$ cat src/rtl/regfile_pkg.sv
// Shared widths and types for the scoreboarded register file.
package regfile_pkg;

   localparam int DATA_W_DEF   = 48;
   localparam int ADDR_W_DEF   = 2;
   localparam int NUM_REGS_DEF = 2 ** ADDR_W_DEF;

   typedef logic [DATA_W_DEF-1:0]   reg_data_t;
   typedef logic [ADDR_W_DEF-1:0]   reg_adr_t;
   typedef logic [NUM_REGS_DEF-1:0] pending_vec_t;

endpackage

$ cat src/rtl/regfile_pending_table.sv
// Scoreboard: one pending bit per register, set by accepted reservations and cleared by writeback.
// Honours REGFILE_ZERO_REG_EN (register 0 never pending).
import regfile_pkg::*;

module regfile_pending_table #(
   parameter int ADDR_W   = ADDR_W_DEF,
   parameter int NUM_REGS = 2 ** ADDR_W
) (
   input  logic                clk,
   input  logic                rst,
   input  logic                write_en,
   input  logic [ADDR_W-1:0]   write_adr,
   input  logic                rsv_en,
   input  logic [ADDR_W-1:0]   rsv_adr,
   output logic                rsv_ok,
   output logic [NUM_REGS-1:0] pending
);

   logic [NUM_REGS-1:0] pending_q;
   logic [NUM_REGS-1:0] pending_d;

   // A same-cycle writeback to the reserved register frees it in time for the new reservation.
   always_comb begin
      rsv_ok    = rsv_en & (~pending_q[rsv_adr] | (write_en & (write_adr == rsv_adr)));
      pending_d = pending_q;
      if (write_en) begin
         pending_d[write_adr] = 1'b0;
      end
      if (rsv_ok) begin
         pending_d[rsv_adr] = 1'b1;
      end
`ifdef REGFILE_ZERO_REG_EN
      pending_d[0] = 1'b0;
`endif
   end

   always_ff @(posedge clk) begin
      if (rst) begin
         pending_q <= '0;
      end else begin
         pending_q <= pending_d;
      end
   end

   assign pending = pending_q;

endmodule

$ cat src/rtl/regfile_scoreboard.sv
// Parametrised 2-read/1-write register file with write-to-read bypass and pending scoreboard.
// Optional: define REGFILE_ZERO_REG_EN to hardwire register 0 to zero.
import regfile_pkg::*;

module regfile_scoreboard #(
   parameter int DATA_W   = DATA_W_DEF,
   parameter int ADDR_W   = ADDR_W_DEF,
   parameter int NUM_REGS = 2 ** ADDR_W
) (
   input  logic                clk,
   input  logic                rst,
   input  logic [ADDR_W-1:0]   read_adr_a,
   input  logic [ADDR_W-1:0]   read_adr_b,
   output logic [DATA_W-1:0]   reg_a,
   output logic [DATA_W-1:0]   reg_b,
   output logic                a_ready,
   output logic                b_ready,
   input  logic                write_en,
   input  logic [ADDR_W-1:0]   write_adr,
   input  logic [DATA_W-1:0]   write_data,
   input  logic                rsv_en,
   input  logic [ADDR_W-1:0]   rsv_adr,
   output logic                rsv_ok,
   output logic [NUM_REGS-1:0] pending
);

   logic [DATA_W-1:0] mem_q [NUM_REGS];
   logic              writeEff;

   // Writes to the hardwired zero register are dropped before they reach storage, bypass or scoreboard.
`ifdef REGFILE_ZERO_REG_EN
   assign writeEff = write_en & (write_adr != '0);
`else
   assign writeEff = write_en;
`endif

   regfile_pending_table #(
      .ADDR_W   (ADDR_W),
      .NUM_REGS (NUM_REGS)
   ) u_pending (
      .clk       (clk),
      .rst       (rst),
      .write_en  (writeEff),
      .write_adr (write_adr),
      .rsv_en    (rsv_en),
      .rsv_adr   (rsv_adr),
      .rsv_ok    (rsv_ok),
      .pending   (pending)
   );

   always_ff @(posedge clk) begin
      if (rst) begin
         for (int i = 0; i < NUM_REGS; i++) begin
            mem_q[i] <= '0;
         end
      end else if (writeEff) begin
         mem_q[write_adr] <= write_data;
      end
   end

   // A register being written this cycle is forwarded and counts as ready regardless of its pending bit.
   always_comb begin
      reg_a   = mem_q[read_adr_a];
      a_ready = ~pending[read_adr_a];
      if (writeEff && (write_adr == read_adr_a)) begin
         reg_a   = write_data;
         a_ready = 1'b1;
      end
   end

   always_comb begin
      reg_b   = mem_q[read_adr_b];
      b_ready = ~pending[read_adr_b];
      if (writeEff && (write_adr == read_adr_b)) begin
         reg_b   = write_data;
         b_ready = 1'b1;
      end
   end

endmodule
$ cat config.mk
export PLATFORM = sky130hd
export DESIGN_NAME = regfile_scoreboard
export DESIGN_NICKNAME = d
export VERILOG_FILES = /design/src/rtl/regfile_pkg.sv /design/src/rtl/regfile_pending_table.sv /design/src/rtl/regfile_scoreboard.sv
export SDC_FILE = /design/constraint.sdc
export NUM_CORES = 1
export LEC_CHECK = 0
export CORE_MARGIN = 2
export CORE_UTILIZATION = 45
export CTS_CLUSTER_DIAMETER = 80
export CTS_CLUSTER_SIZE = 24
export DETAILED_ROUTE_END_ITERATION = 16
export PLACE_DENSITY = 0.72
export SYNTH_ARGS = -nofsm -noshare
export SYNTH_HDL_FRONTEND = slang
export SYNTH_SLANG_ARGS = --single-unit
$ cat constraint.sdc
create_clock -name clk -period 14.5 [get_ports clk]
set_input_delay 2.175 -clock clk [delete_from_list [all_inputs] [get_ports clk]]
set_output_delay 2.175 -clock clk [all_outputs]
set_load 0.02 [all_outputs]
==> results of run 1 <==
[power by group through the flow]
stage / combinational, mW / sequential [mW] / clock [mW]
finish: 0.347 / 0.689 / 0.477
global route: 0.370 / 0.694 / 0.504
CTS: 0.352 / 0.689 / 0.482
detailed placement: 0.351 / 0.701 / 0
global placement: 0.350 / 0.697 / 0
floorplan: 0.215 / 0.695 / 0
[registers in the layout (all words and copies together) (netlist names)]
| signal | cells |
|---|---|
| mem_q | 192 |
| u_pending.pending | 4 |
[how the worst max path moves through the flow]
| stage | slack, ns | endpoint |
|---|---|---|
| 4_1_cts | 7.24 | reg_b[22] |
| 5_1_grt | 7.07 | reg_b[47] |
| 2_1_floorplan | 8.12 | mem_q[2][0] |
| 6_report | 7.30 | reg_b[44] |
| 3_3_place_gp | 7.28 | reg_b[22] |
| 3_5_place_dp | 7.25 | reg_b[44] |
[cell families (layout without fill, tap and decap cells)]
| kind of cell | Yosys count | in the layout | synth area share (%) |
|---|---|---|---|
| flip-flops | 196 | 196 | 54.4 |
| multiplexers | 195 | 195 | 31.5 |
| AO/OA/AOI/OAI | 13 | 13 | 0.919 |
| XOR/XNOR | 7 | 7 | 0.570 |
| other | 0 | 1 | 0 |
| AND/OR/NAND/NOR | 208 | 208 | 7.48 |
| buffers and inverters | 113 | 260 | 5.19 |
[layer usage]
layer	part of all wire, %	vias to the layer above	track usage [%]	wire length (um)
met5	0	-	0	0
met4	1.1	0	5.36	276
met3	7.4	16	4.55	1910
met2	50	292	35.1	13000
met1	41	3373	28.6	10600
li1	-	3008	-	-
[final cells by class]
type | instances | area, sq um
fill | 1930 | 10300
sequential | 196 | 5850
multi-input combinational | 423 | 4410
timing repair buffer | 173 | 1690
clock buffer | 18 | 429
tap | 319 | 399
inverter | 55 | 206
clock inverter | 14 | 159
antenna | 1 | 2.50
[layout by cell type, fill, tap and decap left out, types with 2 or more instances in the layout]
cell type | netlist | layout
o2bb2ai_1 | 2 | 2
xnor2_1 | 6 | 6
inv_1 | 55 | 55
mux4_2 | 97 | 97
clkinv_2 | 0 | 2
buf_2 | 25 | 2
a21o_2 | 0 | 2
clkinv_1 | 0 | 4
mux4_1 | 2 | 2
clkbuf_16 | 0 | 17
o22ai_1 | 3 | 3
buf_4 | 2 | 13
mux2_2 | 78 | 78
inv_6 | 0 | 3
mux2_4 | 18 | 18
bufinv_16 | 0 | 3
dfxtp_1 | 4 | 4
nand3_4 | 0 | 2
clkinv_4 | 0 | 2
nand2_1 | 52 | 51
clkdlybuf4s50_1 | 0 | 158
nor3b_1 | 2 | 2
edfxtp_1 | 192 | 192
nand3_1 | 5 | 3
nor2_1 | 145 | 145
[critical path: cells and delay by family]
family                 cells  cell delay, ns
AND/OR/NAND/NOR            1            0.70
multiplexers               1            0.56
buffers and inverters      2            1.20
XOR/XNOR                   1            0.37
[per-stage QoR]
| stage | setup WS [ns] | hold slack, ns | area, sq um |
|---|---|---|---|
| after floorplan | 8.12 | 0.567 | 10800 |
| after global placement | 7.28 | 0.552 | 12600 |
| after detailed placement | 7.25 | 0.563 | 12600 |
| after CTS | 7.24 | 0.573 | 13100 |
| after global routing | 7.07 | 0.618 | 13100 |
| final | 7.30 | 0.583 | 13100 |
==> reports/qor.yml, run 1 <==
routing:
  vias: 6689
  route.detailed.drc: 0
  dr.pass1.iters: 5
  drt_iter0_drc: 552
  final_antenna_net_count: 0
  vias_per_cell: 5.58
  avgRoutedWirePerCell_um: 21.4
  wl_mm: 25.7
worst_setup_path:
  r2r.worst_path.cells: 3
  worst-setup-path-type: "input port to output pin"
  critPathSlowestCell: "nand3_4"
  cpMostUsedCell: "clkdlybuf4s50_1"
  max_stage_delay_ns: 0.70
  required_ns: 12.32
  r2r-start: "u_pending.pending[0]"
  crit_fanout: 49
  worstPathCellList: "clkdlybuf4s50_1 -> xnor2_1 -> nand3_4 -> mux2_4 -> clkdlybuf4s50_1"
  r2r_end: "u_pending.pending[0]"
  crit_start: "write_adr[0]"
  cp.arrival_ns: 5.03
  reg2reg_slack_ns: 13.44
  cp-end-kind: "output pin"
  critPathLaunchType: "input port"
synthesis:
  synth_area_leaders: "edfxtp_1, mux4_2, mux2_2, nor2_1, mux2_4"
  synth.cell_area_sq_um: 10800
  yosysSeqAreaShare_pct: 54.4
  synth_top_area_cell: "edfxtp_1"
  ys_ff_latch: 196
  syn_inst: 732
  synth_edf_count: 192
  synth_top_cells_by_count: "edfxtp_1, nor2_1, mux4_2"
  async_reset_ff_share_pct: 0
  syn_avg_cell_area_sq_um: 14.7
  yosysWarnings: 0
  yosys.area.top_type_share_pct: 53.6
  synth_cell_types: 31
  synthMostInstantiatedCell: "edfxtp_1"
  ys.flop_type: "edfxtp_1"
  mappedNetlistNets: 792
timing:
  setup_violations: 0
  fin_crit_ns: 7.20
  final.period_utilization_pct: 49.7
  fin_setup_tns_ns: 0
  max_freq_ghz: 0.139
  rsz0062_at_grt: "false"
  slew_violations: 0
  tightest_slew_ns: 0.926
  timing.final.hold_violations: 0
  slew_headroom_pct: 38.3
  final.setup_skew_ns: 0
power:
  design_power_total_mw: 1.51
  power.internal_mw: 1.12
  ir_drop_mv: 0.0703
  leakagePower_nw: 4.84
  p_per_area_nw_per_um2: 115
  p_seq_share_pct: 45.5
  p_clk_share_pct: 31.5
  comb_power_share_pct: 23.0
  switching_share_pct: 25.9
  p_switching_uw: 391
floorplan:
  design.core.area_sq_um: 23500
  num_io_pins: 163
  die_w_um: 159
  dieArea_sq_um: 25200
  die-height_um: 159
  fp-row-count: 56
  initial_core_util_pct: 45.8
global_routing:
  grt_pass1_vias: 7043
  grt_start_max_net_pins: 51
  track_usage_pct: 21.1
  grt_remaining_overflow: 0
  antenna_found_initial: 2
  grt_pass1_wl_mm: 39.2
clock_network:
  htree_num_levels: 4
  cts_tree: "yes"
  clkSinkCount: 196
  worst_skew_pair.late_latency_ns: 0.42
  cts-hold-fix-buffers: 0
  clk_pin_slew_worst_paths_ns: 0.06
  ctsResizeCount: 0
  cts_buffers: 17
  cts-root-buf: "clkbuf_16"
  cts_setup_buffers: 0
  cts_max_path_buffers: 2
cells_and_area:
  final_nets: 926
  drive_above_1_share_pct: 27.9
  area_delta_synth_final_pct: 22.2
  finalNonFillerCells: 1199
  postLayoutCoreUtil_pct: 56.0
placed_design:
  io_buffers: 162
  dpl.hpwl_mm: 15.6
  placedCellCount: 1166
  gp_congestion: 0.734
hold_path:
  whs_path_depth: 2
  hold_start: "u_pending.pending[1]"
  hold_path_end: "u_pending.pending[1]"
  min_path_type: "flip-flop to flip-flop"
run_status:
  status: "completed"
job:
  max-cap-violations: 0
Power figures use the tool's default switching activity.
==> inputs of run 2 (changes only) <==
PLACE_DENSITY = 0.75   (was 0.72)
clock period = 6.02 ns   (was 14.5 ns; I/O delays follow)
==> run 2 against run 1 <==
Effect of this change:
- via count grew 0.52%
- cell area grew 0.11%
- count of clock-buffer cells in the layout shrank 1
- clock skew is the same
- critical path depth is the same
- flip-flop and latch count is the same
- sequential share of layout area shrank 0.051 points
- register-to-register slack lost 8.4 ns
- cell count is essentially flat
- non-clock buffer count grew 1
- first-iteration DRC count grew 3.6%
- combinational power grew 140%
- critical endpoint is now reg_a[46]
==> reports/qor.yml, run 2 (synthesis gave the netlist of run 1 again) <==
run_status:
  status: "completed"
worst_setup_path:
  cp-end-kind: "output pin"
  worstPathCellList: "clkdlybuf4s50_1 -> xnor2_1 -> nand3_4 -> mux2_4 -> clkdlybuf4s50_1"
  r2r.worst_path.cells: 3  # unchanged
  cp.arrival_ns: 3.84  # -1.19 ns
  cpMostUsedCell: "clkdlybuf4s50_1"
  max_stage_delay_ns: 0.74  # +0.04 ns
  worst-setup-path-type: "input port to output pin"
  critPathBufInv: 2  # unchanged
  r2r-start: "u_pending.pending[0]"
  crit_fanout: 49  # unchanged
  critPathSlowestCell: "nand3_4"
  cp.depth: 5  # unchanged
  cpLargestDelayFamily: "buffers and inverters"
  required_ns: 5.12  # -7.20 ns
  critPathLaunchType: "input port"
  cp-endpoint: "reg_a[46]"
  r2r_end: "u_pending.pending[0]"
  crit_start: "write_adr[0]"
  reg2reg_slack_ns: 5.01  # -8.43 ns
cells_and_area:
  largest_register: "mem_q"
  postLayoutCoreUtil_pct: 56.1  # +0.064 points
  final_cell_mix: "edfxtp_1, clkdlybuf4s50_1, nor2_1, mux4_2, mux2_2"
  layout_commonest_cell: "edfxtp_1"
  final_nets: 927  # +0.11%
  final_area_sq_um: 13200  # +0.11%
  largest_reg_flops: 192  # unchanged
  drive_above_1_share_pct: 28.5  # +0.65 points
  area_delta_synth_final_pct: 22.3
clock_network:
  cts_max_path_buffers: 2  # unchanged
  ctsResizeCount: 0  # unchanged
  clkSinkCount: 196  # unchanged
  cts-hold-fix-buffers: 0  # unchanged
  worst_skew_pair.late_latency_ns: 0.43  # about the same
  cts_buffers: 17  # unchanged
  clk_pin_slew_worst_paths_ns: 0.07  # about the same
  cts_tree: "yes"
  cts_setup_buffers: 0  # unchanged
  htree_num_levels: 4  # unchanged
  cts-root-buf: "clkbuf_16"
hold_path:
  hold_start: "u_pending.pending[2]"
  min_path_type: "flip-flop to flip-flop"
routing:
  route.detailed.drc: 0  # unchanged
  dr.pass1.iters: 5  # unchanged
  wl_mm: 25.8  # +0.29%
  avgRoutedWirePerCell_um: 21.5  # +0.20%
  vias: 6724  # +0.52%
  vias_per_cell: 5.60  # +0.44%
  drt_iter0_drc: 572  # +3.6%
  final_antenna_net_count: 0  # unchanged
floorplan:
  fp-row-count: 56  # unchanged
  die-height_um: 159  # unchanged
  initial_core_util_pct: 45.8  # unchanged
  dieArea_sq_um: 25200  # unchanged
  num_io_pins: 163  # unchanged
  die_w_um: 159  # unchanged
  design.core.area_sq_um: 23500  # unchanged
placed_design:
  dpl.hpwl_mm: 15.7  # +0.18%
  io_buffers: 162  # unchanged
  gp_congestion: 0.715  # -2.6%
  dp_worst_setup_slack_ns: 1.30  # -5.95 ns
  postPlaceCellArea_sq_um: 12500  # about the same
power:
  p_seq_share_pct: 45.2  # -0.3 points
  p_clk_share_pct: 31.9  # +0.4 points
  switching_share_pct: 26.2  # +0.32 points
  ir_drop_mv: 0.196  # +180%
  p_per_area_nw_per_um2: 279  # +140%
  comb_power_share_pct: 22.9  # about the same
  p_switching_uw: 960  # +150%
  design_power_total_mw: 3.67  # +140%
  leakagePower_nw: 4.84  # about the same
  power.internal_mw: 2.71  # +140%
global_routing:
  grt_pass1_vias: 6813  # -3.3%
  grt_remaining_overflow: 0  # unchanged
  track_usage_pct: 20.9  # -0.20 points
  antenna_found_initial: 3  # +1
  grt_start_max_net_pins: 50  # -2.0%
  grt_pass1_wl_mm: 38.7  # -1.1%
timing:
  fin_crit_ns: 4.74
  slew_headroom_pct: 31.6  # -6.7 points
  slew_violations: 0  # unchanged
  max_freq_ghz: 0.211
  fin_setup_tns_ns: 0  # unchanged
  rsz0062_at_grt: "false"
  timing.final.hold_violations: 0  # unchanged
  tightest_slew_ns: 1.02  # +0.0971 ns
  final.setup_skew_ns: 0  # unchanged
  setup_violations: 0  # unchanged
  final.period_utilization_pct: 78.8
  layout_setup_ws_ns: 1.28  # -6.02 ns
job:
  max-cap-violations: 0  # unchanged
run 2: cell types whose count changed in the layout (fill, tap and decap cells not counted):
cell        before  now
clkinv_1         4    0
clkbuf_1         1    0
clkinv_4         2    1
clkinvlp_4       0    3
a31o_4           1    0
buf_4           13   14
a31o_2           0    1
clkinv_2         2    4
inv_8            0    1
run 2: cell type report:
class / count / area (sq um)
fill: 1889 / 10300
timing repair buffer: 174 / 1700
sequential: 196 / 5850
tap: 319 / 399
multi-input combinational: 423 / 4400
clock inverter: 15 / 179
inverter: 55 / 206
clock buffer: 17 / 425
antenna: 1 / 2.50
run 2: metrics by stage:
| step | std cells | hold slack (ns) |
|---|---|---|
| floorplan | 732 | 0.567 |
| global placement | 1167 | 0.517 |
| detailed placement | 1167 | 0.521 |
| CTS | 1199 | 0.531 |
| global route | 1199 | 0.567 |
| finish | 1200 | 0.541 |
run 2: worst min-delay path by stage:
stage | end | cells past startpoint | slack, ns
floorplan | u_pending.pending[2] | 2 | 0.57
detailed placement | u_pending.pending[2] | 2 | 0.52
global placement | u_pending.pending[2] | 2 | 0.52
global route | u_pending.pending[2] | 2 | 0.57
finish | u_pending.pending[2] | 2 | 0.54
CTS | u_pending.pending[2] | 2 | 0.53
run 2: per-layer routing:
layer,global-route usage (%),wire length [um],vias to the layer above
li1,-,-,3010
met1,28.9,11100,3423
met2,34.7,12800,265
met3,4.16,1670,22
met4,4.59,201,4
met5,0,27,-
run 2: power by group through the flow:
stage | clock network, mW | registers [mW] | logic, mW
2_1_floorplan | 0 | 1.67 | 0.517
3_3_place_gp | 0 | 1.68 | 0.841
3_5_place_dp | 0 | 1.69 | 0.846
4_1_cts | 1.18 | 1.66 | 0.850
5_1_grt | 1.23 | 1.67 | 0.889
6_report | 1.17 | 1.66 | 0.840
run 2: worst min-delay path, delay by kind of cell, from the launching register on:
| family | cells | cell delay, ns |
|---|---|---|
| AOI/OAI and AO/OA | 1 | 0.06 |
| DFF | 1 | 0.37 |
| buffers and inverters | 1 | 0.07 |
